File: src/rtl/fp_mult_pipe_if.sv
// rtl/fp_mult_pipe_if.sv - operand/result handshake bundle for fp_mult_pipe
interface fp_mult_pipe_if #(
   parameter int EXP_W = 5,
   parameter int MAN_W = 10
);
   localparam int W = 1 + EXP_W + MAN_W;

   logic         in_valid;
   logic         in_ready;
   logic [W-1:0] a;
   logic [W-1:0] b;
   logic         rnd_mode;
   logic         out_valid;
   logic         out_ready;
   logic [W-1:0] x;
   logic [3:0]   flags;

   modport master (
      output in_valid, a, b, rnd_mode, out_ready,
      input  in_ready, out_valid, x, flags
   );

   modport slave (
      input  in_valid, a, b, rnd_mode, out_ready,
      output in_ready, out_valid, x, flags
   );
endinterface

File: src/rtl/fp_mult_pipe.sv
// rtl/fp_mult_pipe.sv - 3-stage parametrised floating-point multiplier
// S1 unpack/classify/exponent add, S2 significand multiply, S3 normalise/round/pack.
module fp_mult_pipe #(
   parameter int EXP_W = 5,
   parameter int MAN_W = 10
) (
   input  logic          clk,
   input  logic          rst,
   fp_mult_pipe_if.slave bus
);
   localparam int W    = 1 + EXP_W + MAN_W;
   localparam int EW   = EXP_W + 2;
   localparam int PW   = 2 * MAN_W + 2;
   localparam int BIAS = 2 ** (EXP_W - 1) - 1;

   localparam logic [EXP_W-1:0]        EXP_ONES = '1;
   localparam logic [EXP_W-1:0]        EXP_MAXF = {{(EXP_W-1){1'b1}}, 1'b0};
   localparam logic signed [EW-1:0]    BIAS_S   = EW'(BIAS);
   localparam logic signed [EW-1:0]    EMAX     = EW'(2 ** EXP_W - 1);
   localparam logic signed [EW-1:0]    E_ONE    = EW'(1);
   localparam logic signed [EW-1:0]    E_ZERO   = '0;
   localparam logic [W-1:0]            QNAN     = {1'b0, EXP_ONES, 1'b1, {(MAN_W-1){1'b0}}};

   logic v1, v2, v3;
   logic adv;

   assign adv           = !v3 || bus.out_ready;
   assign bus.in_ready  = adv;
   assign bus.out_valid = v3;

   // ---------------- S1: unpack / classify / exponent add ----------------
   logic             sa, sb, sgn;
   logic [EXP_W-1:0] ea, eb;
   logic [MAN_W-1:0] ma, mb;
   logic             a_zero, b_zero, a_inf, b_inf, a_nan, b_nan;
   logic             spec;
   logic [W-1:0]     spec_x;
   logic [3:0]       spec_f;
   logic signed [EW-1:0] e_sum;

   assign {sa, ea, ma} = bus.a;
   assign {sb, eb, mb} = bus.b;
   assign sgn    = sa ^ sb;
   assign a_zero = (ea == '0);
   assign b_zero = (eb == '0);
   assign a_inf  = (ea == EXP_ONES) && (ma == '0);
   assign b_inf  = (eb == EXP_ONES) && (mb == '0);
   assign a_nan  = (ea == EXP_ONES) && (ma != '0);
   assign b_nan  = (eb == EXP_ONES) && (mb != '0);
   assign e_sum  = $signed({2'b00, ea}) + $signed({2'b00, eb}) - BIAS_S;

   always_comb begin
      spec   = 1'b1;
      spec_x = '0;
      spec_f = 4'b0000;
      if (a_nan || b_nan || (a_inf && b_zero) || (a_zero && b_inf)) begin
         spec_x = QNAN;
         spec_f = {(a_inf && b_zero) || (a_zero && b_inf), 3'b000};
      end else if (a_inf || b_inf) begin
         spec_x = {sgn, EXP_ONES, {MAN_W{1'b0}}};
      end else if (a_zero || b_zero) begin
         spec_x = {sgn, {(W-1){1'b0}}};
      end else begin
         spec = 1'b0;
      end
   end

   logic                 s1_sign, s1_spec, s1_rtz;
   logic [W-1:0]         s1_spec_x;
   logic [3:0]           s1_spec_f;
   logic signed [EW-1:0] s1_e;
   logic [MAN_W:0]       s1_ma, s1_mb;

   // ---------------- S2: significand multiply ----------------
   logic                 s2_sign, s2_spec, s2_rtz;
   logic [W-1:0]         s2_spec_x;
   logic [3:0]           s2_spec_f;
   logic signed [EW-1:0] s2_e;
   logic [PW-1:0]        s2_p;

   // ---------------- S3: normalise / round / pack ----------------
   logic                 p_hi;
   logic [MAN_W-1:0]     frac, frac_r;
   logic                 g, st, inc, carry, inexact;
   logic signed [EW-1:0] e_n, e_r;
   logic [W-1:0]         rx;
   logic [3:0]           rf;

   // Product is in [1,4); the top bit decides which window holds the fraction.
   assign p_hi    = s2_p[PW-1];
   assign frac    = p_hi ? s2_p[PW-2 -: MAN_W] : s2_p[PW-3 -: MAN_W];
   assign g       = p_hi ? s2_p[MAN_W] : s2_p[MAN_W-1];
   assign st      = p_hi ? |s2_p[MAN_W-1:0] : |s2_p[MAN_W-2:0];
   assign e_n     = p_hi ? s2_e + E_ONE : s2_e;
   assign inc     = !s2_rtz && g && (st || frac[0]);
   assign {carry, frac_r} = {1'b0, frac} + {{MAN_W{1'b0}}, inc};
   assign e_r     = carry ? e_n + E_ONE : e_n;
   assign inexact = g || st;

   always_comb begin
      rx = '0;
      rf = 4'b0000;
      if (s2_spec) begin
         rx = s2_spec_x;
         rf = s2_spec_f;
      end else if (e_r >= EMAX) begin
         rf = 4'b0101;
         rx = s2_rtz ? {s2_sign, EXP_MAXF, {MAN_W{1'b1}}}
                     : {s2_sign, EXP_ONES, {MAN_W{1'b0}}};
      end else if (e_r <= E_ZERO) begin
         rf = 4'b0011;
         rx = {s2_sign, {(W-1){1'b0}}};
      end else begin
         rf = {3'b000, inexact};
         rx = {s2_sign, e_r[EXP_W-1:0], frac_r};
      end
   end

   logic [W-1:0] x_q;
   logic [3:0]   flags_q;

   assign bus.x     = x_q;
   assign bus.flags = flags_q;

   // A single advance enable moves every stage; bubbles travel as v*=0.
   always_ff @(posedge clk or posedge rst) begin
      if (rst) begin
         v1        <= 1'b0;
         v2        <= 1'b0;
         v3        <= 1'b0;
         s1_sign   <= 1'b0;
         s1_spec   <= 1'b0;
         s1_rtz    <= 1'b0;
         s1_spec_x <= '0;
         s1_spec_f <= '0;
         s1_e      <= '0;
         s1_ma     <= '0;
         s1_mb     <= '0;
         s2_sign   <= 1'b0;
         s2_spec   <= 1'b0;
         s2_rtz    <= 1'b0;
         s2_spec_x <= '0;
         s2_spec_f <= '0;
         s2_e      <= '0;
         s2_p      <= '0;
         x_q       <= '0;
         flags_q   <= '0;
      end else if (adv) begin
         v1        <= bus.in_valid;
         v2        <= v1;
         v3        <= v2;
         s1_sign   <= sgn;
         s1_spec   <= spec;
         s1_rtz    <= bus.rnd_mode;
         s1_spec_x <= spec_x;
         s1_spec_f <= spec_f;
         s1_e      <= e_sum;
         s1_ma     <= {1'b1, ma};
         s1_mb     <= {1'b1, mb};
         s2_sign   <= s1_sign;
         s2_spec   <= s1_spec;
         s2_rtz    <= s1_rtz;
         s2_spec_x <= s1_spec_x;
         s2_spec_f <= s1_spec_f;
         s2_e      <= s1_e;
         s2_p      <= {{(MAN_W+1){1'b0}}, s1_ma} * {{(MAN_W+1){1'b0}}, s1_mb};
         if (v2) begin
            x_q     <= rx;
            flags_q <= rf;
         end
      end
   end
endmodule

File: src/flat_wrapper.sv
// flat-port wrapper written by rule: the top's interface ports become plain ports
module fp_mult_pipe_flat 
#(
   parameter int EXP_W = 5,
   parameter int MAN_W = 10
)
  (clk, rst, bus_in_valid, bus_a, bus_b, bus_rnd_mode, bus_out_ready, bus_in_ready, bus_out_valid, bus_x, bus_flags);
  fp_mult_pipe_if #(.EXP_W(EXP_W), .MAN_W(MAN_W)) bus_i ();
  input  logic clk;
  input  logic rst;
  input wire logic [$bits(bus_i.in_valid)-1:0] bus_in_valid;
  input wire logic [$bits(bus_i.a)-1:0] bus_a;
  input wire logic [$bits(bus_i.b)-1:0] bus_b;
  input wire logic [$bits(bus_i.rnd_mode)-1:0] bus_rnd_mode;
  input wire logic [$bits(bus_i.out_ready)-1:0] bus_out_ready;
  output wire logic [$bits(bus_i.in_ready)-1:0] bus_in_ready;
  output wire logic [$bits(bus_i.out_valid)-1:0] bus_out_valid;
  output wire logic [$bits(bus_i.x)-1:0] bus_x;
  output wire logic [$bits(bus_i.flags)-1:0] bus_flags;
  assign bus_i.in_valid = bus_in_valid;
  assign bus_i.a = bus_a;
  assign bus_i.b = bus_b;
  assign bus_i.rnd_mode = bus_rnd_mode;
  assign bus_i.out_ready = bus_out_ready;
  assign bus_in_ready = bus_i.in_ready;
  assign bus_out_valid = bus_i.out_valid;
  assign bus_x = bus_i.x;
  assign bus_flags = bus_i.flags;
  fp_mult_pipe #(.EXP_W(EXP_W), .MAN_W(MAN_W)) u_core (.clk(clk), .rst(rst), .bus(bus_i));
endmodule
File: config.mk
export PLATFORM = sky130hd
export DESIGN_NAME = fp_mult_pipe_flat
export DESIGN_NICKNAME = d
export VERILOG_FILES = /design/src/rtl/fp_mult_pipe_if.sv /design/src/rtl/fp_mult_pipe.sv /design/src/flat_wrapper.sv
export SDC_FILE = /design/constraint.sdc
export NUM_CORES = 1
export LEC_CHECK = 0
export CAP_MARGIN = 20
export CELL_PAD_IN_SITES_DETAIL_PLACEMENT = 1
export CELL_PAD_IN_SITES_GLOBAL_PLACEMENT = 1
export CORE_MARGIN = 5
export CORE_UTILIZATION = 42
export CTS_CLUSTER_DIAMETER = 60
export DETAILED_ROUTE_END_ITERATION = 12
export GPL_TIMING_DRIVEN = 0
export PLACE_DENSITY = 0.8
export SYNTH_ARGS = -nofsm -noshare
export SYNTH_HDL_FRONTEND = slang
export SYNTH_SLANG_ARGS = --single-unit
File: constraint.sdc
create_clock -name clk -period 4.9 [get_ports clk]
set_input_delay 0.735 -clock clk [delete_from_list [all_inputs] [get_ports clk]]
set_output_delay 0.735 -clock clk [all_outputs]
set_load 0.05 [all_outputs]
Word level (Yosys, flattened, before mapping)
Cells that the tools add are included.

storage, ports and cells
  flip-flop bits (word level) = 127
  output and inout bits = 22
  bits of input ports = 37
  word-level logic and storage cells = 78

cells by class
  eq/ne operators = 2
  multiply operators = 1
  add/sub/neg operators = 5
  order comparisons = 2
  reductions and logical operators = 28
  bitwise gates (word level) = 1
  mux-type cells = 19

operator list
  cell                                                             count
  two-way mux 16 bit                                               4
  two-way mux 15 bit                                               2
  multiplier 11 x 11 -> 22 bit                                     1
  logical NOT 10 bit                                               2
  nonzero test 10 bit                                              2
  adder 7 x 2 -> 7 bit (second input constant)                     2
  two-way mux 7 bit                                                2
  two-way mux 4 bit                                                3
  adder 10 x 1 -> 11 bit                                           1
  two-way mux 11 bit                                               1
  == test 5 bit (second input constant)                            2
  logical NOT 5 bit                                                2
  two-way mux 10 bit                                               1
  OR reduction 10 bit                                              1
  logical OR 1 bit                                                 9
  OR reduction 9 bit                                               1
  logical AND 1 bit                                                8
  >= comparator 7 x 6 -> 1 bit (second input constant)             1
  less-or-equal comparator 7 x 1 -> 1 bit (second input constant)  1
  subtractor 7 x 5 -> 7 bit (second input constant)                1
  adder 5 x 5 -> 6 bit                                             1
  two-way mux 1 bit                                                5
  logical NOT 1 bit                                                2
  two-way mux 2 bit                                                1
  other kinds (2)                                                  2

Longest topological paths before layout
Gate-level depths: netlist of run 1.

  depth in word-level cells = 10
  gate-level depth with buffers = 21
  depth with buffers taken out = 19

Least setup slack after synthesis of run 1
OpenSTA, ideal clock, no wires.

  kind = flip-flop to flip-flop
  start point = register u_core.s1_ma[1]
  end point = register u_core.s2_p[20]
  setup slack = -0.159 ns
  library setup time = 0.069 ns
  cell stages (with the launch flop) = 19
  clock period less this slack = 5.059 ns
  arrival time = 4.990 ns
  required time = 4.831 ns
  path buffers = 2
  cells stage by stage = dfrtp_1 > clkbuf_1 > and2_1 > fa_1 > fa_1 > fa_1 > fa_1 > inv_1 > fa_1 > inv_1 > ha_1 > clkbuf_1 > a21o_1 > a21oi_1 > o21ai_0 > a211oi_1 > o21a_1 > or4_1 > nand3_1

between the ends
  cells in the longest elaborated chain, start to end = 1

ends and longest elaborated chain
  what                          line                 text
  start, declared               fp_mult_pipe.sv:72   logic [MAN_W:0] s1_ma, s1_mb;
  start signal, assigned        fp_mult_pipe.sv:158  s1_ma <= {1'b1, ma};
  multiplier 11 x 11 -> 22 bit  fp_mult_pipe.sv:166  s2_p <= {{(MAN_W+1){1'b0}}, s1_ma} * {{(MAN_W+1){1'b0}}, s1_mb};
  end signal, assigned          fp_mult_pipe.sv:166
  end, declared                 fp_mult_pipe.sv:79   logic [PW-1:0] s2_p;

Every way passes these cells.
A chain may end at the register's enable or synchronous reset.

Worst setup path after layout of run 1
  start point = register u_core.s1_ma[7]
  end point = register u_core.s2_p[20]

Same word-level chain as after synthesis.

==> results of run 1 <==
layout by cell type (no fill, tap or decap), drive strengths merged, types with 37 or more instances in the layout:
cell type | Yosys | routed
nand2 | 226 | 226
inv | 116 | 119
dfrtp | 94 | 94
fa | 81 | 81
buf | 14 | 77
ha | 70 | 70
and2 | 65 | 65
clkdlybuf4s50 | 0 | 58
a21oi | 46 | 46
nor2 | 41 | 41
clkbuf | 41 | 37
flip-flops by register name, indices dropped and copies added, names as in the netlist, 3 cells and up:
signal and cells:
u_core.s2_p 22, u_core.s1_ma 10, u_core.s1_spec_x 3, u_core.s2_spec_x 3
u_core.bus.x 16, u_core.bus.flags 4, u_core.s2_e 7, u_core.s1_e 7
u_core.s1_mb 11
cell type report:
cell class              count  area, um^2  area share [%]
flip-flops and latches     94        2360            21.1
clock inverters             7        77.6           0.694
plain buffers              53         429            3.84
clock buffers               9         225            2.01
repair buffers            110        1040            9.34
multi-input cells         771        6270            56.0
well taps                 275         344            3.08
inverters                 116         438            3.92
worst max-delay path by stage:
stage	to	slack, ns	depth (start not counted)
finish	u_core.s2_p[20]	-0.30	18
global route	u_core.s2_p[20]	-0.41	18
CTS	u_core.s2_p[21]	-0.02	17
detailed placement	u_core.s2_p[21]	-0.72	18
global placement	u_core.s2_p[21]	-0.65	18
floorplan	u_core.s2_p[18]	0.008	18
cell families (layout without fill, tap and decap cells):
family                     count (synthesis)  after routing  share of synthesized area, %
and+or+nand+nor                          419            419                          22.2
buffers and inverters                    171            295                          7.56
AOI/OAI and AO/OA                        154            154                          11.3
adders and majority gates                151            151                          27.8
DFF                                       94             94                          26.2
xor gates and xnor gates                  33             33                          3.22
muxes                                     14             14                          1.60
per-layer routing:
| layer | part of all wire (%) | global-route usage (%) | vias up |
|---|---|---|---|
| met4 | 3.2 | 6.65 | 0 |
| met3 | 3.6 | 2.30 | 65 |
| met1 | 42 | 28.8 | 4026 |
| met5 | 0 | 0 | - |
| met2 | 51 | 41.0 | 186 |
| li1 | - | - | 3635 |
critical path: stages (launching register included):
cell      delay, ns
dfrtp_2        0.43
buf_6          0.15
nand2_1        0.10
fa_1           0.54
inv_1          0.07
fa_1           0.57
fa_1           0.47
fa_1           0.54
inv_2          0.06
fa_1           0.57
inv_2          0.06
ha_4           0.30
a21o_1         0.16
a21oi_2        0.07
o21ai_2        0.20
a211oi_1       0.12
o21a_1         0.15
or4_4          0.49
nand3_2        0.08
metrics by stage:
step / cell area (um^2) / hold WS [ns] / utilization (%) / setup TNS (ns) / cells
floorplan: 9000 / 0.438 / - / 0 / 1036
global placement: 9920 / 0.453 / 47.2 / -4.00 / 1369
detailed placement: 9950 / 0.462 / 47.3 / -5.19 / 1370
CTS: 10800 / 0.480 / 51.2 / -0.0367 / 1413
global route: 11200 / 0.502 / 53.2 / -2.43 / 1435
finish: 11200 / 0.472 / 53.2 / -1.26 / 1435
timing repair:
action                                 CTS  global route
resized for setup                       78            64
setup buffers                           28            20
endpoints found under the hold margin    0             0
setup endpoints to repair               12             9
hold buffers                             0             0
cloned                                   1             2
pin swaps                               24            46
==> summary.txt, run 1 <==
Setup path
  • Reg2reg end: u_core.s2_p[20]
  • Crit path max fanout: 6
  • CP Class: reg2reg
  • CP startpoint: u_core.s1_ma[7]
  • CP arrival: around 5.5 ns
  • R2R setup slack: -0.30 ns
  • CP Data Required Time: just over 5 ns
  • R2R depth: 18
  • Crit. End Element: flip-flop
  • CP Launch Type: flip-flop
  • Worst r2r src: u_core.s1_ma[7]

Place
  • DP Worst Slack: -0.725 ns
  • Post-detail-place hpwl: 20.1 mm
  • Final Wtd Congestion: 0.842
  • Port Buffers: 58

Die
  • Placeable core area: 21000 um^2
  • Row cnt: 53
  • Die span in y: 156 um
  • DIE AREA: 24400 um^2
  • Starting density of the core: 42.7%
  • I/O pin cnt: a little under 60
  • Die W: 156 um

Hold path
  • Hold Crit Start: u_core.s2_spec_x[9]
  • End point of the worst hold path: u_core.s2_spec_x[9]
  • Hold depth: 2
  • HP Class: reg2reg

STA
  • Final Hold Fails: 0
  • Final period util: 106%
  • Max-slew headroom: about a third
  • Post-layout min period: 5.20 ns
  • Worst clock skew: 0.0184 ns
  • Final slew viol count: 0
  • Highest Clock Rate: 192 MHz
  • RSZ-0062 raised after global routing: yes
  • Worst setup margin: -0.296 ns
  • Worst-Margin Slew: 1.01 ns
  • Setup Viol. Count Final: 8

Layout
  • Layout cell share with drive strength beyond 1: 15.9%
  • Fillers: 2430
  • Final nets: 1343
  • Area grow syn2layout: 24.6%
  • Ant. Diodes: 0

Drt
  • Total routed wirelength: roughly 30 mm
  • Total number of vias: between 7000 and 8000
  • DRC: 0
  • First DRT Iteration DRCs: 395
  • Pre-Repair DR Iteration Count: 5
  • Avg WL per Cell: 20.8 um
  • Via density per instance: about 5.5
  • Routed Antenna Nets: 0

Clock network
  • CTS H-tree depth: 3
  • Total CTS buffers: 9
  • Clk_lat worst skew: roughly 0.36 ns
  • Clk buf depth: 2
  • Clk root buf: clkbuf_16
  • TritonCTS clock tree: done
  • Worst-path clk slew: 0.08 ns
  • Clock sink total: 94

Logic synthesis
  • Synth warn: 0
  • Mapped Cells: between 1000 and 1500
  • Area contributors post-synth: dfrtp_1 26%, fa_1 18%, ha_1 9.8%
  • Synth Flop Type: dfrtp_1
  • Post-synth ARST share: 100%
  • Syn_nets: 1224
  • Yosys top cell by area: dfrtp_1
  • Top cell type's share of synthesized area: approximately a quarter
  • Post-synth top cells: 224 x nand2_1, 115 x inv_1, 94 x dfrtp_1
  • Most repeated cell in the gate-level netlist after synthesis: nand2_1
  • Seq/Total Area, Yosys: roughly a quarter
  • Unique masters post-synth: 67
  • Post-synth EDFFs: 0
  • Yosys reg bits: 94
  • Avg Cell Area, Syn: 8.66 um^2
  • Synth Cell Area: 8970 um^2

Run status
  • Outcome: finished, violations left
  • Violations in the final reports: negative setup slack

GRT
  • GRT Util Overall: 22.7%
  • Number of global-route vias before repair: 8535
  • Antenna violations before repair: 0
  • First-pass GRT wire length: 44.2 mm
  • Overflow after GRT: 0
  • Largest net degree at the start of global routing: 64

Run
  • Max-Cap Viols: 0
Power of run 1 is left out: the tool's default activity adds up to more than one toggle a clock period on the data nets, which glitch-free logic cannot reach.
==> run 2: changes to the inputs <==
--- a/config.mk
+++ b/config.mk
@@ -12,6 +12,7 @@
 export CORE_UTILIZATION = 42
 export CTS_CLUSTER_DIAMETER = 60
 export DETAILED_ROUTE_END_ITERATION = 12
+export GPL_ROUTABILITY_DRIVEN = 0
 export GPL_TIMING_DRIVEN = 0
 export PLACE_DENSITY = 0.8
 export SYNTH_ARGS = -nofsm -noshare
==> results of run 2 <==
The final DEF is identical to that of run 1; final timing and power are the same.
Power of run 2 is left out for the same reason.
==> run 3: changes to the inputs <==
--- a/config.mk
+++ b/config.mk
@@ -9,12 +9,13 @@
 export CELL_PAD_IN_SITES_DETAIL_PLACEMENT = 1
 export CELL_PAD_IN_SITES_GLOBAL_PLACEMENT = 1
 export CORE_MARGIN = 5
-export CORE_UTILIZATION = 42
+export CORE_UTILIZATION = 47
 export CTS_CLUSTER_DIAMETER = 60
+export CTS_CLUSTER_SIZE = 40
 export DETAILED_ROUTE_END_ITERATION = 12
 export GPL_ROUTABILITY_DRIVEN = 0
 export GPL_TIMING_DRIVEN = 0
-export PLACE_DENSITY = 0.8
+export PLACE_DENSITY = 0.84
 export SYNTH_ARGS = -nofsm -noshare
 export SYNTH_HDL_FRONTEND = slang
 export SYNTH_SLANG_ARGS = --single-unit
==> constraint.sdc (replaced) <==
create_clock -name clk -period 5 [get_ports clk]
set_input_delay 0.75 -clock clk [delete_from_list [all_inputs] [get_ports clk]]
set_output_delay 0.75 -clock clk [all_outputs]
set_load 0.05 [all_outputs]
==> run 3 against run 2 <==
Against the previous run: the flow still finishes with violations (negative setup slack); final cell count is 2.1% lower; register-to-register slack barely moved; worst setup slack worse by 0.0039 ns; design area about the same; sequential cell count unchanged; via count rose by 7.2%; critical path depth is the same; first-iteration DRC count rose by 33%; clock skew decreased by 0.0036 ns; wire length up 15%.
==> summary.txt, run 3 (same netlist as run 1, synthesis figures left out) <==
Setup path
  • Crit path max fanout: 10
  • CP startpoint: u_core.s1_mb[4]
  • CP Launch Type: flip-flop
  • Worst r2r src: u_core.s1_mb[4]
  • CP arrival: about 5.5 ns
  • Worst Setup EP: u_core.s2_p[17]
  • R2R depth: 18
  • CP Data Required Time: 5.24 ns
  • CP Class: reg2reg
  • Reg2reg end: u_core.s2_p[17]
  • Crit. End Element: flip-flop
  • R2R setup slack: -0.30 ns

Drt
  • DRC: 0
  • Routed Antenna Nets: 0
  • Total number of vias: 8480
  • Via density per instance: 6.04
  • Total routed wirelength: 34.3 mm
  • First DRT Iteration DRCs: about 530
  • Avg WL per Cell: between 20 and 25 um
  • Pre-Repair DR Iteration Count: 6

Clock network
  • CTS H-tree depth: 3
  • Worst-path clk slew: roughly 0.09 ns
  • Total CTS buffers: 9
  • Clk buf depth: 2
  • Hold-fix buffers, CTS: 0
  • TritonCTS clock tree: done
  • Clk root buf: clkbuf_16
  • Clock sink total: 94
  • Clk_lat worst skew: 0.38 ns

Run
  • Max-Cap Viols: 0

GRT
  • First-pass GRT wire length: 46.6 mm
  • Number of global-route vias before repair: 8779
  • Antenna violations before repair: 0
  • Overflow after GRT: 0
  • Largest net degree at the start of global routing: 58
  • GRT Util Overall: 27.1%

Layout
  • Largest Register: u_core.s2_p
  • Final non-filler cell total: 1405
  • Commonest non-fill, non-tap cell in the layout: nand2_1
  • Most frequent cells in the layout: 220 x nand2_1, 107 x inv_1, 87 x dfrtp_1
  • Area grow syn2layout: 24.6%
  • Largest register FFs: 22
  • Final nets: 1354
  • Ant. Diodes: 0
  • Layout cell share with drive strength beyond 1: 17.3%

Place
  • Post-detail-place hpwl: 20.7 mm
  • Placed insts: between 1000 and 1500
  • Port Buffers: 58

STA
  • Max-slew headroom: 26.9%
  • RSZ-0062 raised after global routing: yes
  • Highest Clock Rate: 189 MHz
  • Post-layout min period: 5.30 ns
  • Final Hold Fails: 0
  • Final period util: 106%
  • Setup Viol. Count Final: 7
  • Worst clock skew: 0.0148 ns
  • Worst-Margin Slew: 1.09 ns
  • Worst setup margin: -0.300 ns
  • Final setup TNS: -1.61 ns
  • Final slew viol count: 0

Die
  • Starting density of the core: 47.8%
  • DIE AREA: 22000 um^2
  • Row cnt: 50
  • I/O pin cnt: just under 60
  • Placeable core area: 18800 um^2
  • Die span in y: 148 um
  • Die W: 148 um

Run status
  • Violations in the final reports: negative setup slack
  • Outcome: finished, violations left

Hold path
  • HP Class: reg2reg
==> run 3: changes by cell type in the layout (fill, tap and decap cells not counted), moves of 3 or more <==
cell / delta
buf_4: +12
and2_1: -3
and2_4: +3
inv_1: -3
inv_2: +3
==> run 3: metal layers <==
| metal | vias to the layer above | routed length, um | track usage [%] |
|---|---|---|---|
| met5 | - | 0 | 0 |
| met4 | 0 | 2410 | 15.5 |
| met3 | 173 | 2260 | 4.27 |
| met2 | 429 | 16900 | 46.5 |
| met1 | 4223 | 12700 | 32.3 |
| li1 | 3655 | - | - |
==> run 3: how the worst min path moves through the flow <==
stage / from / end / slack, ns / cells after the start
2_1_floorplan: u_core.s2_sign / u_core.s2_sign / 0.44 / 2
3_3_place_gp: u_core.s2_spec_x[15] / u_core.s2_spec_x[15] / 0.45 / 2
3_5_place_dp: u_core.s2_sign / u_core.s2_sign / 0.46 / 2
4_1_cts: u_core.s2_sign / u_core.s2_sign / 0.48 / 2
5_1_grt: u_core.s1_rtz / u_core.s1_rtz / 0.50 / 2
6_report: u_core.s2_sign / u_core.s2_sign / 0.47 / 2
==> run 3: layout make-up <==
type / instances / area, um^2
fill: 2178 / 7590
clock inverter: 7 / 72.6
buffer: 51 / 413
timing repair buffer: 123 / 1110
clock buffer: 9 / 225
tap: 234 / 293
multi-input combinational: 771 / 6270
inverter: 116 / 438
sequential: 94 / 2360
==> run 3: per-stage QoR <==
step	util [%]	instance area [um^2]	hold slack, ns	worst slack (ns)
5_1_grt	59.6	11200	0.499	-0.354
3_3_place_gp	52.5	9850	0.450	-0.604
2_1_floorplan	-	8980	0.438	0.00842
3_5_place_dp	52.6	9880	0.457	-0.779
4_1_cts	56.7	10600	0.476	0.00335
6_report	59.6	11200	0.473	-0.300
==> run 3: timing repair <==
item	CTS	global route
resized for setup	82	69
hold endpoints to repair	0	0
setup buffers	26	36
cloned	1	1
pin swaps	25	52
setup endpoints to repair	12	11
==> run 3: worst max-delay path, stage by stage, from the launching register on <==
cell	delay, ns
dfrtp_1	0.40
buf_8	0.16
nand2_1	0.11
fa_1	0.60
inv_1	0.10
fa_1	0.54
fa_1	0.53
fa_1	0.53
inv_1	0.06
fa_1	0.57
inv_2	0.06
ha_4	0.27
nand4_1	0.17
nor2_2	0.08
a21oi_4	0.24
a21oi_4	0.13
a221oi_2	0.30
xor2_1	0.19
o21ai_0	0.11
Power of run 3 is left out for the same reason.
